<file path="config.mk">
export PLATFORM = sky130hd
export DESIGN_NAME = mult_accumulator
export DESIGN_NICKNAME = d
export VERILOG_FILES = /design/src/rtl/mult_acc_pkg.sv /design/src/rtl/beat_counter.sv /design/src/rtl/mult_accumulator.sv
export SDC_FILE = /design/constraint.sdc
export NUM_CORES = 1
export LEC_CHECK = 0
export CORE_UTILIZATION = 28
export DETAILED_ROUTE_END_ITERATION = 6
export HOLD_SLACK_MARGIN = 0.03
export PLACE_DENSITY = 0.6
export SYNTH_ARGS = -nofsm -noshare
export SYNTH_HDL_FRONTEND = slang
export SYNTH_SLANG_ARGS = --single-unit
</file>
<file path="constraint.sdc">
create_clock -name clk -period 2.1 [get_ports clk]
set_input_delay 0.42 -clock clk [delete_from_list [all_inputs] [get_ports clk]]
set_output_delay 0.42 -clock clk [all_outputs]
set_load 0.05 [all_outputs]
</file>
<file path="src/rtl/mult_acc_pkg.sv">
// Shared types and width helper for the product accumulator.
package mult_acc_pkg;

  typedef enum logic {
    ACCUM = 1'b0,
    DONE  = 1'b1
  } mult_acc_state_t;

  // Default accumulator width: the 2N-bit product plus two guard bits.
  function automatic int unsigned acc_width(input int unsigned n);
    return 2 * n + 2;
  endfunction

endpackage

</file>
<file path="src/rtl/beat_counter.sv">
// Modulo-COUNT beat counter with synchronous clear; flags the final beat of a sum.
module beat_counter #(
  parameter int unsigned COUNT = 4
) (
  input  logic clk,
  input  logic rst,
  input  logic i_inc,
  input  logic i_clr,
  output logic o_last
);

  localparam int unsigned CNT_W = $clog2(COUNT + 1);
  localparam logic [CNT_W-1:0] LAST = CNT_W'(COUNT - 1);

  logic [CNT_W-1:0] r_cnt;

  assign o_last = (r_cnt == LAST);

  always_ff @(posedge clk or posedge rst) begin
    if (rst) begin
      r_cnt <= '0;
    end else if (i_clr) begin
      r_cnt <= '0;
    end else if (i_inc) begin
      r_cnt <= o_last ? '0 : r_cnt + CNT_W'(1);
    end
  end

endmodule

</file>
<file path="src/rtl/mult_accumulator.sv">
// Sums COUNT unsigned products and hands the result out on a valid/ready port.
// Define MULT_ACC_SATURATE_EN to clamp on overflow instead of wrapping.
module mult_accumulator
  import mult_acc_pkg::*;
#(
  parameter int unsigned N     = 5,
  parameter int unsigned COUNT = 4,
  parameter int unsigned ACC_W = acc_width(N)
) (
  input  logic             clk,
  input  logic             rst,
  input  logic             clear,
  input  logic             in_valid,
  output logic             in_ready,
  input  logic [2*N-1:0]   product,
  output logic             out_valid,
  input  logic             out_ready,
  output logic [ACC_W-1:0] acc_out,
  output logic             overflow
);

  mult_acc_state_t  r_state;
  logic [ACC_W-1:0] r_acc;
  logic             r_ovf;

  logic             w_accept;
  logic             w_drain;
  logic             w_last;
  logic             w_carry;
  logic [ACC_W:0]   w_sum;

  assign in_ready  = (r_state == ACCUM);
  assign out_valid = (r_state == DONE);
  assign acc_out   = r_acc;
  assign overflow  = r_ovf;

  // clear outranks both handshakes, so a beat offered alongside it is dropped.
  assign w_accept = in_valid && in_ready && !clear;
  assign w_drain  = out_valid && out_ready && !clear;

  assign w_sum   = {1'b0, r_acc} + {{(ACC_W + 1 - 2 * N){1'b0}}, product};
  assign w_carry = w_sum[ACC_W];

  beat_counter #(
    .COUNT(COUNT)
  ) u_beat_counter (
    .clk   (clk),
    .rst   (rst),
    .i_inc (w_accept),
    .i_clr (clear || w_drain),
    .o_last(w_last)
  );

  always_ff @(posedge clk or posedge rst) begin
    if (rst) begin
      r_state <= ACCUM;
      r_acc   <= '0;
      r_ovf   <= 1'b0;
    end else if (clear || w_drain) begin
      r_state <= ACCUM;
      r_acc   <= '0;
      r_ovf   <= 1'b0;
    end else if (w_accept) begin
`ifdef MULT_ACC_SATURATE_EN
      r_acc <= w_carry ? '1 : w_sum[ACC_W-1:0];
`else
      r_acc <= w_sum[ACC_W-1:0];
`endif
      if (w_carry) begin
        r_ovf <= 1'b1;
      end
      if (w_last) begin
        r_state <= DONE;
      end
    end
  end

endmodule
</file>
Word-level counts from Yosys, hierarchy flattened
Cells that the tools add are included.
Widths: inputs -> output; s select.

storage, ports and cells
  bits in registers = 17
  input bits = 15
  logic and storage cells = 30

cells by class
  add/subtract/negate cells = 2
  eq/ne operators = 1
  muxes and demuxes = 11
  bitwise operators = 1
  reduce and logical (&&, ||, !) cells = 11

operators with widths
  cell                 number
  $mux 12              2
  $add 12x10->13       1
  $mux 3               3
  $mux 1               6
  $reduce_bool 2->1    3
  $logic_and 1x1->1    4
  $reduce_and 2->1     2
  $add 3x1->3 const B  1
  $eq 3x2->1 const B   1
  $logic_not 1->1      1
  $logic_or 1x1->1     1
  $not 1->1            1

Logic depth before layout (Yosys ltp)
  word-level depth = 5
  mapped depth = 8

Cells and area by module
A second synthesis with hierarchy kept.

second synthesis, totals
  cells, all modules = 121
  area, all modules = 1174.9 sq um

modules (own cells, without submodules)
  module            instances  cells each  area each (sq um)  sequential area each (sq um)
  mult_accumulator  1          106         1024.7             350.3
  beat_counter      1          15          150.1              75.1

Worst setup path before layout
OpenSTA, ideal clock, no wires.

  path type = register -> register
  from = register r_acc[0], in the netlist acc_out[0]
  to = register r_acc[10], in the netlist acc_out[10]
  library setup time = 130 ps
  arrival = 2247 ps
  required time = 1970 ps
  path slack = -277 ps
  cell stages (with the launch flop) = 9
  path buffers = 0
  path through = dfrtp_1 > ha_1 > fa_1 > a21o_1 > a221oi_4 > a311oi_2 > o21ai_2 > xor2_1 > nor2_1

between the ends
  cells in the longest elaborated chain, start to end = 3

RTL lines
  item                    line                    text
  from (decl)             mult_accumulator.sv:23  logic [ACC_W-1:0] r_acc;
  from (signal assigned)  mult_accumulator.sv:67  r_acc <= w_sum[ACC_W-1:0];
  $add 12x10->13          mult_accumulator.sv:41  assign w_sum = {1'b0, r_acc} + {{(ACC_W + 1 - 2 * N){1'b0}}, product};
  $mux 12                 mult_accumulator.sv:63  end else if (w_accept) begin
  $mux 12                 mult_accumulator.sv:59  end else if (clear || w_drain) begin

Every way passes these cells. The select of a mux whose other input is x is not followed.
A chain may end at the register's enable or synchronous reset.

Worst setup path after layout
Ends and elaborated chain as after synthesis.

==> key figures <==
Yosys
  – Synth Net Count: 135
  – Yosys reg bits: 17
  – Netlist Area Pre-Place: approximately 1100 sq um
  – Seq/Total Area, Yosys: 0.389
  – Synth unique cells: 34
  – Yosys warns: 0
  – Synth Instances: 108
  – Synth top area share: 0.389
  – Dominant cell type by area after synthesis: dfrtp_1
  – EDFF count, synth: 0
  – Dominant cells by area after synthesis: dfrtp_1 39%, ha_1 13%, a22o_1 5.6%
  – Avg Cell Area, Syn: 10.1 sq um
  – Ys flop type: dfrtp_1
  – Fraction of registers with async set/reset: 1.00

STA
  – Final Hold Fails: 0
  – Hold_ws: 0.474 ns
  – Setup WS post-layout: ~0.044 ns
  – Slew headroom: 0.660
  – Final Max Tran Viols: 0
  – RSZ-0062 raised after global routing: true
  – Worst Skew: 0.00942 ns
  – Worst Tran Pin Value: 0.509 ns
  – Fin crit period: 2.06 ns
  – Count of final setup violators: 0
  – Final period util: 0.979
  – Max frequency: 486 MHz

Global routing
  – Met2 Use GR: 0.258
  – Largest net degree at the start of global routing: 18
  – Most used routing layer: met2
  – Met1 Resource Use GR: 0.201
  – Vias in the first global route: approximately 1100
  – Total gr overflow: 0
  – First-pass GRT wire length: a little under 5000 um
  – Initial antenna violation count: 0
  – GRT Total Usage: 0.155
  – Met3 global-route usage: 0.0141

Finish
  – Layout Nets: 194
  – Synth-to-layout area growth: 62.1%
  – Antenna cells: 0
  – Final cell count without fillers: 214
  – Layout cells sized above 1: 0.283

Die
  – Die Ht: ~64 um
  – Core area: 3720 sq um
  – Initial Utilization: 0.294
  – Die X: approximately 64 um
  – Die ar.: about 4200 sq um
  – I/O Pins: 30
  – Rows: 22

Clock network
  – Worst-path clk slew: 0.08 ns
  – TritonCTS clock tree: built
  – Clock sinks: 17
  – Clk root buf: clkbuf_8
  – CTS H-tree lvls: 1
  – Clk buf depth: 2
  – CTS buffer count: 3
  – Clock latency on the worst-skew pair: 0.26 ns
  – Hold Buf Count CTS: 0

Worst setup path
  – CP Class: reg -> reg
  – Worst Reg-to-Reg Cells: 8
  – Critical Path Start: acc_out[0]
  – Crit-path max FO: 3
  – Reg2reg setup slack: ~0.044 ns
  – Crit end category: flop
  – Worst R2R End: acc_out[10]
  – Reg-to-Reg Start: acc_out[0]
  – Critical path arrival: roughly 2.2 ns
  – Critical Path End: acc_out[10]
  – Worst EP required: roughly 2.3 ns
  – Setup crit start kind: flop

Placed design
  – Placed wire-length estimate: 2120 um
  – Buffers on Ports: 29
  – Routability congestion estimate: between 0.7 and 0.8
  – Dpl ws: -0.482 ns
  – Placed Instances: 208

Routing
  – Via-to-Cell Ratio: 4.78
  – First-pass DRT Iterations: 6
  – WL final: 2840 um
  – Starting DRT DRC Count: 51
  – Final ANT Viol Nets: 0
  – Routed len/inst: 13.3 um
  – Total number of vias: ~1000
  – Remaining design rule violation count: 0

Status
  – Outcome: complete, no violations

Power
  – Lkg Pwr: 0.828 nW
  – PwrDens: approximately 700 nW/um^2
  – Maximum vdd drop: 0.352 mV

Worst hold path
  – Hold/Removal Path Class: in -> async

Run
  – Max-cap violations: 0
[worst max-delay path, cell delays in order, from the launching register on]
cell and delay [ns]:
dfrtp_2 0.43, ha_4 0.17, fa_2 0.33, a21o_1 0.23, a221oi_4 0.29, a311oi_2 0.16, o21ai_2 0.14, xor2_1 0.16
nor2_1 0.06
[cell type report]
type / count / area, sq um
inverter: 4 / 15.0
tap: 48 / 60.1
clock buffer: 3 / 41.3
fill: 362 / 1940
timing repair buffer: 56 / 493
sequential: 17 / 428
clock inverter: 1 / 5.00
multi-input combinational: 85 / 731
[layer usage]
layer | wire (um) | vias to the layer above
li1 | - | 517
met1 | 1370 | 475
met2 | 1310 | 26
met3 | 98 | 5
met4 | 63 | 0
met5 | 0 | -
[worst min-delay path by stage]
| stage | to | cells after the start |
|---|---|---|
| 2_1_floorplan | acc_out[10] | 1 |
| 6_report | acc_out[10] | 3 |
| 4_1_cts | acc_out[6] | 3 |
| 3_5_place_dp | u_beat_counter.r_cnt[2] | 2 |
| 5_1_grt | acc_out[6] | 3 |
| 3_3_place_gp | u_beat_counter.r_cnt[2] | 2 |
[flip-flops by register name (all words and copies together), names as in the netlist]
signal / flops
u_beat_counter.r_cnt: 3
out_valid: 1
overflow: 1
acc_out: 12
[placed cells by master, fill, tap and decap left out, types with 3 or more instances in the layout]
cell type and count:
ha_1 7, clkbuf_8 3, buf_4 27, inv_1 4, clkdlybuf4s50_1 26, a21o_1 5, xnor2_1 4, nor2_1 10
dfrtp_1 15, ha_4 4, xor2_1 3, a22o_1 7, nand2_1 10, a21oi_1 9
[repair_timing]
action / CTS / global route
resized for setup: 3 / 9
pin swaps: 4 / 4
buffers inserted: 1 / 1
endpoints found under the setup margin: 5 / 5
[kinds of logic after synthesis]
group,count (synthesis),synth area share
AOI/OAI and AO/OA,39,0.284
and+or+nand+nor,27,0.106
DFF,17,0.389
adders and majority gates,12,0.144
xor gates and xnor gates,7,0.0561
buffers and inverters,6,0.0206
[synth_stat cells (all sizes together), types with 3 or more instances]
library cell  number
xor2               3
a21oi             10
inv                4
xnor2              4
a22o               7
dfrtp             17
nand2             10
ha                11
nor2              10
a21o               5
o21ai              5
[metrics by stage]
| stage | power, mW | TNS, ns | util | instance area (sq um) |
|---|---|---|---|---|
| after floorplan | 0.717 | -0.0626 | - | 1110 |
| after global placement | 0.927 | -2.28 | 0.442 | 1640 |
| after detailed placement | 0.932 | -2.42 | 0.442 | 1640 |
| after CTS | 1.21 | 0 | 0.459 | 1710 |
| after global routing | 1.31 | -0.0685 | 0.477 | 1770 |
| final | 1.24 | 0 | 0.477 | 1770 |
[report_power, final]
| part | internal (mW) | leakage (nW) | switching, mW |
|---|---|---|---|
| clock | 0.132 | 0.0255 | 0.130 |
| sequential | 0.359 | 0.226 | 0.0327 |
| combinational | 0.285 | 0.576 | 0.300 |
| total | 0.776 | 0.828 | 0.462 |
Note: power is estimated with default switching activity, not from simulation.
